[config.mk]
export PLATFORM = sky130hd
export DESIGN_NAME = led_step_controller
export DESIGN_NICKNAME = d
export VERILOG_FILES = /design/src/rtl/lab_ctrl_pkg.sv /design/src/rtl/button_debounce.sv /design/src/rtl/led_step_controller.sv
export SDC_FILE = /design/constraint.sdc
export NUM_CORES = 1
export LEC_CHECK = 0
export ABC_CLOCK_PERIOD_IN_PS = 1700
export BUFFER_PORTS_ARGS = -buffer_cell sky130_fd_sc_hd__buf_2
export CORE_ASPECT_RATIO = 0.5
export CORE_UTILIZATION = 45
export DETAILED_ROUTE_END_ITERATION = 7
export PLACE_DENSITY = 0.62
export SLEW_MARGIN = 0
export SYNTH_ARGS = -nofsm -noshare
export SYNTH_HDL_FRONTEND = slang
export SYNTH_SLANG_ARGS = --single-unit
[constraint.sdc]
create_clock -name clk -period 1.7 [get_ports clk]
set_input_delay 0.17 -clock clk [delete_from_list [all_inputs] [get_ports clk]]
set_output_delay 0.17 -clock clk [all_outputs]
set_load 0.05 [all_outputs]
[src/rtl/lab_ctrl_pkg.sv]
// rtl/lab_ctrl_pkg.sv - shared mode encodings for the LED step controller
package lab_ctrl_pkg;

    typedef enum logic [1:0] {
        MODE_MANUAL = 2'b00,
        MODE_AUTO   = 2'b01,
        MODE_PAUSED = 2'b10
    } mode_e;

endpackage

[src/rtl/button_debounce.sv]
// rtl/button_debounce.sv - 2-FF synchronizer, debounce counter and press pulse
//   clk, rst_n : clock, async active-low reset
//   btn_i      : raw asynchronous button level
//   press_o    : registered one-cycle pulse on the debounced rising edge
module button_debounce #(
    parameter int DEBOUNCE_CYCLES = 1000000
) (
    input  logic clk,
    input  logic rst_n,
    input  logic btn_i,
    output logic press_o
);

    localparam int CW = (DEBOUNCE_CYCLES > 1) ? $clog2(DEBOUNCE_CYCLES) : 1;
    localparam logic [CW-1:0] CNT_LAST = CW'(DEBOUNCE_CYCLES - 1);

    logic          sync1_q, sync2_q;
    logic          level_q, level_d;
    logic          level_dly_q;
    logic          press_q;
    logic [CW-1:0] cnt_q, cnt_d;

    // The counter only runs while the synchronized level disagrees with the
    // accepted level; any return to agreement restarts the stability window.
    always_comb begin
        cnt_d   = '0;
        level_d = level_q;
        if (sync2_q != level_q) begin
            if (cnt_q == CNT_LAST) begin
                level_d = sync2_q;
            end else begin
                cnt_d = cnt_q + 1'b1;
            end
        end
    end

    always_ff @(posedge clk or negedge rst_n) begin
        if (!rst_n) begin
            sync1_q     <= 1'b0;
            sync2_q     <= 1'b0;
            level_q     <= 1'b0;
            level_dly_q <= 1'b0;
            press_q     <= 1'b0;
            cnt_q       <= '0;
        end else begin
            sync1_q     <= btn_i;
            sync2_q     <= sync1_q;
            level_q     <= level_d;
            level_dly_q <= level_q;
            press_q     <= level_q & ~level_dly_q;
            cnt_q       <= cnt_d;
        end
    end

    assign press_o = press_q;

endmodule

[src/rtl/led_step_controller.sv]
// rtl/led_step_controller.sv - mode FSM, auto period timer and step pulse for the LED FSM
//   clk, rst_n   : clock, async active-low reset
//   btnD         : raw step button
//   btnC         : raw mode toggle button (MANUAL<->AUTO)
//   btnU         : raw pause/resume button
//   step_o       : registered one-cycle advance pulse
//   mode_o       : current mode (00 MANUAL, 01 AUTO, 10 PAUSED)
//   step_count_o : steps issued, modulo 2^CNT_W
module led_step_controller
    import lab_ctrl_pkg::*;
#(
    parameter int DEBOUNCE_CYCLES = 1000000,
    parameter int AUTO_PERIOD     = 50000000,
    parameter int CNT_W           = 8
) (
    input  logic             clk,
    input  logic             rst_n,
    input  logic             btnD,
    input  logic             btnC,
    input  logic             btnU,
    output logic             step_o,
    output logic [1:0]       mode_o,
    output logic [CNT_W-1:0] step_count_o
);

    localparam int PW = (AUTO_PERIOD > 1) ? $clog2(AUTO_PERIOD) : 1;
    localparam logic [PW-1:0] PERIOD_LAST = PW'(AUTO_PERIOD - 1);

    logic             step_press, mode_press, pause_press;
    mode_e            mode_q, mode_d;
    logic [PW-1:0]    period_q, period_d;
    logic             step_q, step_d;
    logic [CNT_W-1:0] count_q;

    button_debounce #(.DEBOUNCE_CYCLES(DEBOUNCE_CYCLES)) u_db_step (
        .clk    (clk),
        .rst_n  (rst_n),
        .btn_i  (btnD),
        .press_o(step_press)
    );

    button_debounce #(.DEBOUNCE_CYCLES(DEBOUNCE_CYCLES)) u_db_mode (
        .clk    (clk),
        .rst_n  (rst_n),
        .btn_i  (btnC),
        .press_o(mode_press)
    );

    button_debounce #(.DEBOUNCE_CYCLES(DEBOUNCE_CYCLES)) u_db_pause (
        .clk    (clk),
        .rst_n  (rst_n),
        .btn_i  (btnU),
        .press_o(pause_press)
    );

    // Priority is mode > pause > step within each state. The period counter
    // only advances on cycles that stay in AUTO, so it is frozen both on the
    // pausing cycle and on the resuming cycle.
    always_comb begin
        mode_d   = mode_q;
        period_d = period_q;
        step_d   = 1'b0;
        case (mode_q)
            MODE_MANUAL: begin
                if (mode_press) begin
                    mode_d   = MODE_AUTO;
                    period_d = '0;
                end else if (step_press) begin
                    step_d = 1'b1;
                end
            end
            MODE_AUTO: begin
                if (mode_press) begin
                    mode_d = MODE_MANUAL;
                end else if (pause_press) begin
                    mode_d = MODE_PAUSED;
                end else if (step_press || period_q == PERIOD_LAST) begin
                    // A manual step restarts the period; a coincident tick
                    // folds into the same single pulse.
                    step_d   = 1'b1;
                    period_d = '0;
                end else begin
                    period_d = period_q + 1'b1;
                end
            end
            MODE_PAUSED: begin
                if (mode_press) begin
                    mode_d = MODE_MANUAL;
                end else if (pause_press) begin
                    mode_d = MODE_AUTO;
                end else if (step_press) begin
                    step_d = 1'b1;
                end
            end
            default: begin
                mode_d = MODE_MANUAL;
            end
        endcase
    end

    always_ff @(posedge clk or negedge rst_n) begin
        if (!rst_n) begin
            mode_q   <= MODE_MANUAL;
            period_q <= '0;
            step_q   <= 1'b0;
            count_q  <= '0;
        end else begin
            mode_q   <= mode_d;
            period_q <= period_d;
            step_q   <= step_d;
            if (step_q) begin
                count_q <= count_q + 1'b1;
            end
        end
    end

    assign step_o       = step_q;
    assign mode_o       = mode_q;
    assign step_count_o = count_q;

endmodule

# [After elaboration in Yosys (flattened, before gate mapping)]
# Cells that the tools add are included.
[totals] ram_bits=0 word_cells=80 out_inout_bits=11 latch_bits=0 memories=0 register_bits=112 rom_bits=0
[op_classes] bitwise_logic=6 n_lt_le_gt_ge=0 shifts=0 n_eq_ne=14 n_reduce_logical=8 div=0 multipliers=0 n_mux=25 n_addsub=5
[ops] op="20-bit two-way mux" count=6
[ops] op="26-bit two-way mux" count=4
[ops] op="20-bit by 1-bit adder with 20-bit output (second input constant)" count=3
[ops] op="20-bit == test (second input constant)" count=3
[ops] op="26-bit case mux with 2 select lines" count=1
[ops] op="26-bit by 1-bit adder with 26-bit output (second input constant)" count=1
[ops] op="26-bit == test (second input constant)" count=1
[ops] op="2-bit two-way mux" count=5
[ops] op="8-bit by 1-bit adder with 8-bit output (second input constant)" count=1
[ops] op="1-bit two-way mux" count=7
[ops] op="3-bit by 1-bit != test with 1-bit output (second input constant)" count=2
[ops] op="2-bit case mux with 3 select lines" count=1
[ops] op="2-bit AND reduction" count=3
[ops] op="2-bit != test (second input constant)" count=2
[ops] op="4-bit AND reduction" count=1
[ops] op="1-bit bitwise AND" count=3
[ops] op="1-bit != test" count=3
[ops] op="1-bit NOT" count=3
[ops] op="1-bit case mux with 3 select lines" count=1
[ops] op="3-bit AND reduction" count=1
[ops] op="2-bit by 1-bit == test with 1-bit output (second input constant)" count=1
[ops] op="2-bit == test (second input constant)" count=1
[ops] op="2-bit zero test" count=1
[ops] op="2-bit by 1-bit != test with 1-bit output (second input constant)" count=1
[ops] op="2 further kinds" count=2

# [Longest topological paths before layout]
[depth] depth_word=6 depth_mapped=8 ltp_nobuf=6

# [Modules after synthesis]
# From an unflattened synthesis, not the netlist that was laid out.
[hier_totals] hier_cells=542 hier_area_um2=5481.5
[modules_own_cells] module="button_debounce" cells_per_inst=109 n_inst=3 seq_area_each_um2=625.6 area_each_um2=1171.1
[modules_own_cells] module="led_step_controller" cells_per_inst=215 n_inst=1 seq_area_each_um2=925.9 area_each_um2=1968.1

# [Worst setup path after synthesis]
# OpenSTA, ideal clock, no wires.
[synth_timing] kind="register to register" from="register mode_q[1] (netlist: mode_o[1])" to="register period_q[25]" setup_time_ns=0.119 setup_slack_ns=-0.290 stages_incl_launch_ff=9 t_required_ns=1.581 synth_period_minus_slack_ns=1.990 arrival_time_ns=1.872 path_cell_list="dfrtp_1 -> buf_2 -> nor4b_4 -> or2_1 -> buf_4 -> o31a_1 -> buf_4 -> buf_6 -> nor2_1"
[synth_via] elab_chain_cells=3
[synth_rtl] element="from (decl)" line="led_step_controller.sv:30" source="mode_e mode_q, mode_d;"
[synth_rtl] element="from (signal assigned)" line="led_step_controller.sv:108" source="mode_q <= mode_d;"
[synth_rtl] element="2-bit by 1-bit == test with 1-bit output or 2-bit zero test (tied branches)" line="led_step_controller.sv:63" source="case (mode_q)"
[synth_rtl] element="2-bit != test (no source line), or another cell as far along"
[synth_rtl] element="4-bit AND reduction (no source line)"
[synth_rtl] element="to (signal assigned)" line="led_step_controller.sv:109" source="period_q <= period_d;"
[synth_rtl] element="to (decl)" line="led_step_controller.sv:31" source="logic [PW-1:0] period_q, period_d;"
# Several ways; a longest one is shown, not always the timed one.
# A chain may end at the register's enable or synchronous reset.

# [Worst setup path after layout]
[layout_timing] from="register period_q[9]" to="register period_q[18]"
[layout_via] elab_chain_cells=6
[layout_rtl] element="parallel branches: the longest is 2 deep, another holds 26-bit by 1-bit adder with 26-bit output"
[layout_rtl] element="26-bit two-way mux *" line="led_step_controller.sv:77" source="end else if (step_press || period_q == PERIOD_LAST) begin"
[layout_rtl] element="26-bit two-way mux *" line="led_step_controller.sv:75" source="end else if (pause_press) begin"
[layout_rtl] element="26-bit two-way mux *" line="led_step_controller.sv:73" source="if (mode_press) begin"
[layout_rtl] element="26-bit case mux with 2 select lines *" line="led_step_controller.sv:63"
# Mark *: on every way between the ends. The select of a mux whose other input is x is not followed.

==> impl_metrics.env <==
export IMPL_status="finished, final reports clean"
export IMPL_avgSynthCellArea_um2=10.3
export IMPL_grt_start_max_net_pins=36
export IMPL_root_buffer="clkbuf_16"
export IMPL_multi_input_area_um2=2550
export IMPL_clock_path_buffers=2
export IMPL_crit_end="period_q[18]"
export IMPL_synthArstFlopShare_pct=100
export IMPL_r2r_end="period_q[18]"
export IMPL_grt_pass1_vias=3974
export IMPL_die_y_um=78.8
export IMPL_wl_met2_mm=4.91
export IMPL_worstPathCellList="nor4b_2 > nand4_1 > buf_4 > o211a_4 > a211oi_2 > a21oi_1"
export IMPL_die_w_um=156
export IMPL_numCtsBuffers=9
export IMPL_cp_top_family="compound AO/OA/AOI/OAI gates"
export IMPL_area_delta_synth_final_pct=25.0
export IMPL_seq_area_frac_synth_pct=52.8
export IMPL_nets=620
export IMPL_die_area_um2=12300
export IMPL_regArea_um2=2810
export IMPL_drive_gt1_share_pct=25.9
export IMPL_drc=0
export IMPL_synth_common_cells="112 x dfrtp_1, 91 x nor2_1, 48 x xor2_1, 37 x nand2_1"
export IMPL_critical_path_class="reg -> reg"
export IMPL_reg2regPathDepth=6
export IMPL_required_ns=1.92
export IMPL_grt_ovfl_total=0
export IMPL_tightestPinTransition_ns=0.489
export IMPL_dp_hpwl_mm=7.10
export IMPL_worst_path_buf_inv=1
export IMPL_startpoint_type="register"
export IMPL_rsz0062_at_grt="true"
export IMPL_clkLatencyLatePin_ns=0.35
export IMPL_synth_edf_count=0
export IMPL_io_pins=16
export IMPL_wl_per_cell_um=13.5
export IMPL_nFillCells=975
export IMPL_synth_area_top_cells="dfrtp_1 53%, xor2_1 7.9%, nor2_1 6.4%, xnor2_1 5.4%, nand3_1 3.1%"
export IMPL_dr_wl_met3_um=278
export IMPL_peakVddDrop_mv=0.399
export IMPL_hold_path_class="in -> async"
export IMPL_maxSlewViolCount=0
export IMPL_worst_setup_path_end_kind="register"
export IMPL_grtUsageTotal_pct=18.7
export IMPL_h_tree_depth=3
export IMPL_core_area_um2=11200
export IMPL_arrival_ns=1.86
export IMPL_yosysTopAreaCell="dfrtp_1"
export IMPL_synth_seq_cells=112
export IMPL_setup_viol=0
export IMPL_fmax_mhz=610
export IMPL_period_needed_ns=1.64
export IMPL_crit_path_top_delay_cell="dfrtp_1"
export IMPL_gp_congestion=0.840
export IMPL_worst_slack_ns=0.0599
export IMPL_maxSlewHeadroom_pct=67.4
export IMPL_ys_types=53
export IMPL_reg2reg_from="period_q[9]"
export IMPL_initial_core_util_pct=47.2
export IMPL_detail_route_antenna_nets=0
export IMPL_wl_met1_mm=5.23
export IMPL_reg2reg_slack_ns=0.06
export IMPL_preCtsSetupSlack_ns=-0.0981
export IMPL_pwr_density_cell_nw_per_um2=741
export IMPL_worst_path_stages=6
export IMPL_numPortBuffers=15
export IMPL_yosysMostFrequentCell="dfrtp_1"
export IMPL_post_route_period_util_pct=96.5
export IMPL_cts_sinks=112
export IMPL_max_stage_delay_ns=0.42
export IMPL_drt_pass1_iter_count=5
export IMPL_hold_violations=0
export IMPL_drv_cap=0
export IMPL_startpoint="period_q[9]"
export IMPL_vias=3939
export IMPL_crit_fanout=8
export IMPL_routed_wl_mm=10.5
export IMPL_hold_slack_ns=0.318
export IMPL_highest_layer="met4"
export IMPL_path_clk_slew_ns=0.07
export IMPL_stdcell_area_um2=6640
export IMPL_cts_tree="yes"
export IMPL_placed_cell_area_um2=6100
export IMPL_syn_inst=515
export IMPL_syn_nets=525
export IMPL_syn_area_um2=5310
export IMPL_diodes=0
export IMPL_p_leak_nw=3.00
export IMPL_netlist_area_leader_share_pct=52.8
export IMPL_drt_iter0_drc=147
export IMPL_viasPerCell=5.09
export IMPL_skew_ns=0.0125
export IMPL_utilization_pct=59.0
export IMPL_synth_top_flop_cell="dfrtp_1"
export IMPL_antenna_found_initial=0
export IMPL_yosysWarnings=0
export IMPL_std_cell_rows=27
export IMPL_grt_pass1_wl_mm=18.2
-- cells by family (layout without fill, tap and decap cells) --
| group | count (synthesis) | in the layout | share of synthesized area (%) |
|---|---|---|---|
| adder cells (fa/ha/maj) | 5 | 5 | 1.18 |
| buffers and inverters | 22 | 121 | 2.14 |
| AND/OR/NAND/NOR | 262 | 262 | 25.9 |
| multiplexers | 6 | 6 | 1.27 |
| XOR/XNOR | 81 | 81 | 13.4 |
| AO/OA/AOI/OAI | 27 | 28 | 3.32 |
| flip-flops | 112 | 112 | 52.8 |
-- where the power goes --
part           total (mW)  leakage (nW)  internal [mW]  switching (mW)
logic               0.183          1.32         0.0743           0.109
registers            2.70          1.54           2.69          0.0157
clock network        2.03         0.146           1.08           0.951
-- sequential cells by signal (all words and copies together) (netlist names), 2 cells and up --
register          cells
u_db_step.cnt_q      20
u_db_pause.cnt_q     20
period_q             26
step_count_o          8
u_db_mode.cnt_q      20
mode_o                2
-- layout by cell type, fill, tap and decap left out, drive strengths merged, types with 6 or more instances in the layout --
cell type	count
nand3	33
nand4	23
nor4	13
buf	92
mux2	6
nand2	37
xnor2	33
and3	13
dfrtp	112
inv	11
nor3	14
and4	10
a21oi	7
clkbuf	11
nor2	92
a31oi	7
xor2	48
-- stage by stage --
stage / std cells / setup TNS [ns] / total power [mW]
after floorplan: 515 / -0.859 / 2.81
after global placement: 747 / -0.0463 / 2.94
after detailed placement: 747 / -0.287 / 2.94
after CTS: 769 / -0.0106 / 5.01
after global routing: 774 / -0.0277 / 5.13
final: 774 / 0 / 4.92
-- worst min-delay path by stage --
stage	end	cells past startpoint
6_report	u_db_pause.cnt_q[8]	2
5_1_grt	u_db_pause.cnt_q[6]	2
4_1_cts	u_db_pause.cnt_q[6]	2
3_5_place_dp	u_db_pause.cnt_q[6]	1
3_3_place_gp	u_db_pause.cnt_q[8]	1
2_1_floorplan	mode_o[0]	0
-- cell type report --
type,count,share of cell area (%)
Clock buffer,11,3.81
Multi-Input combinational cell,382,38.4
Inverter,9,0.509
Timing Repair Buffer,96,11.4
Sequential cell,112,42.3
Tap cell,159,3.00
Clock inverter,5,0.547
-- repair_timing --
action                                  in CTS  in global routing
endpoints found under the setup margin       6                 69
endpoints found under the hold margin       33                  0
pin swaps                                    4                  6
hold buffers                                 4                  0
setup buffers                                1                  5
gates resized for setup                      5                 29
gates cloned                                 1                  0
-- worst register-to-register path: cells and delay by family, from the launching register on --
family	cells	cell delay, ns
buf+inv	1	0.18
flops	1	0.42
simple gates	2	0.38
compound gates	3	0.55
-- metal layers --
| layer | vias up | track usage [%] |
|---|---|---|
| met5 | - | 0 |
| met4 | 0 | 4.90 |
| met3 | 5 | 4.59 |
| met2 | 31 | 30.4 |
| met1 | 1928 | 25.1 |
| li1 | 1975 | - |
Note: power is estimated with default switching activity, not from simulation.
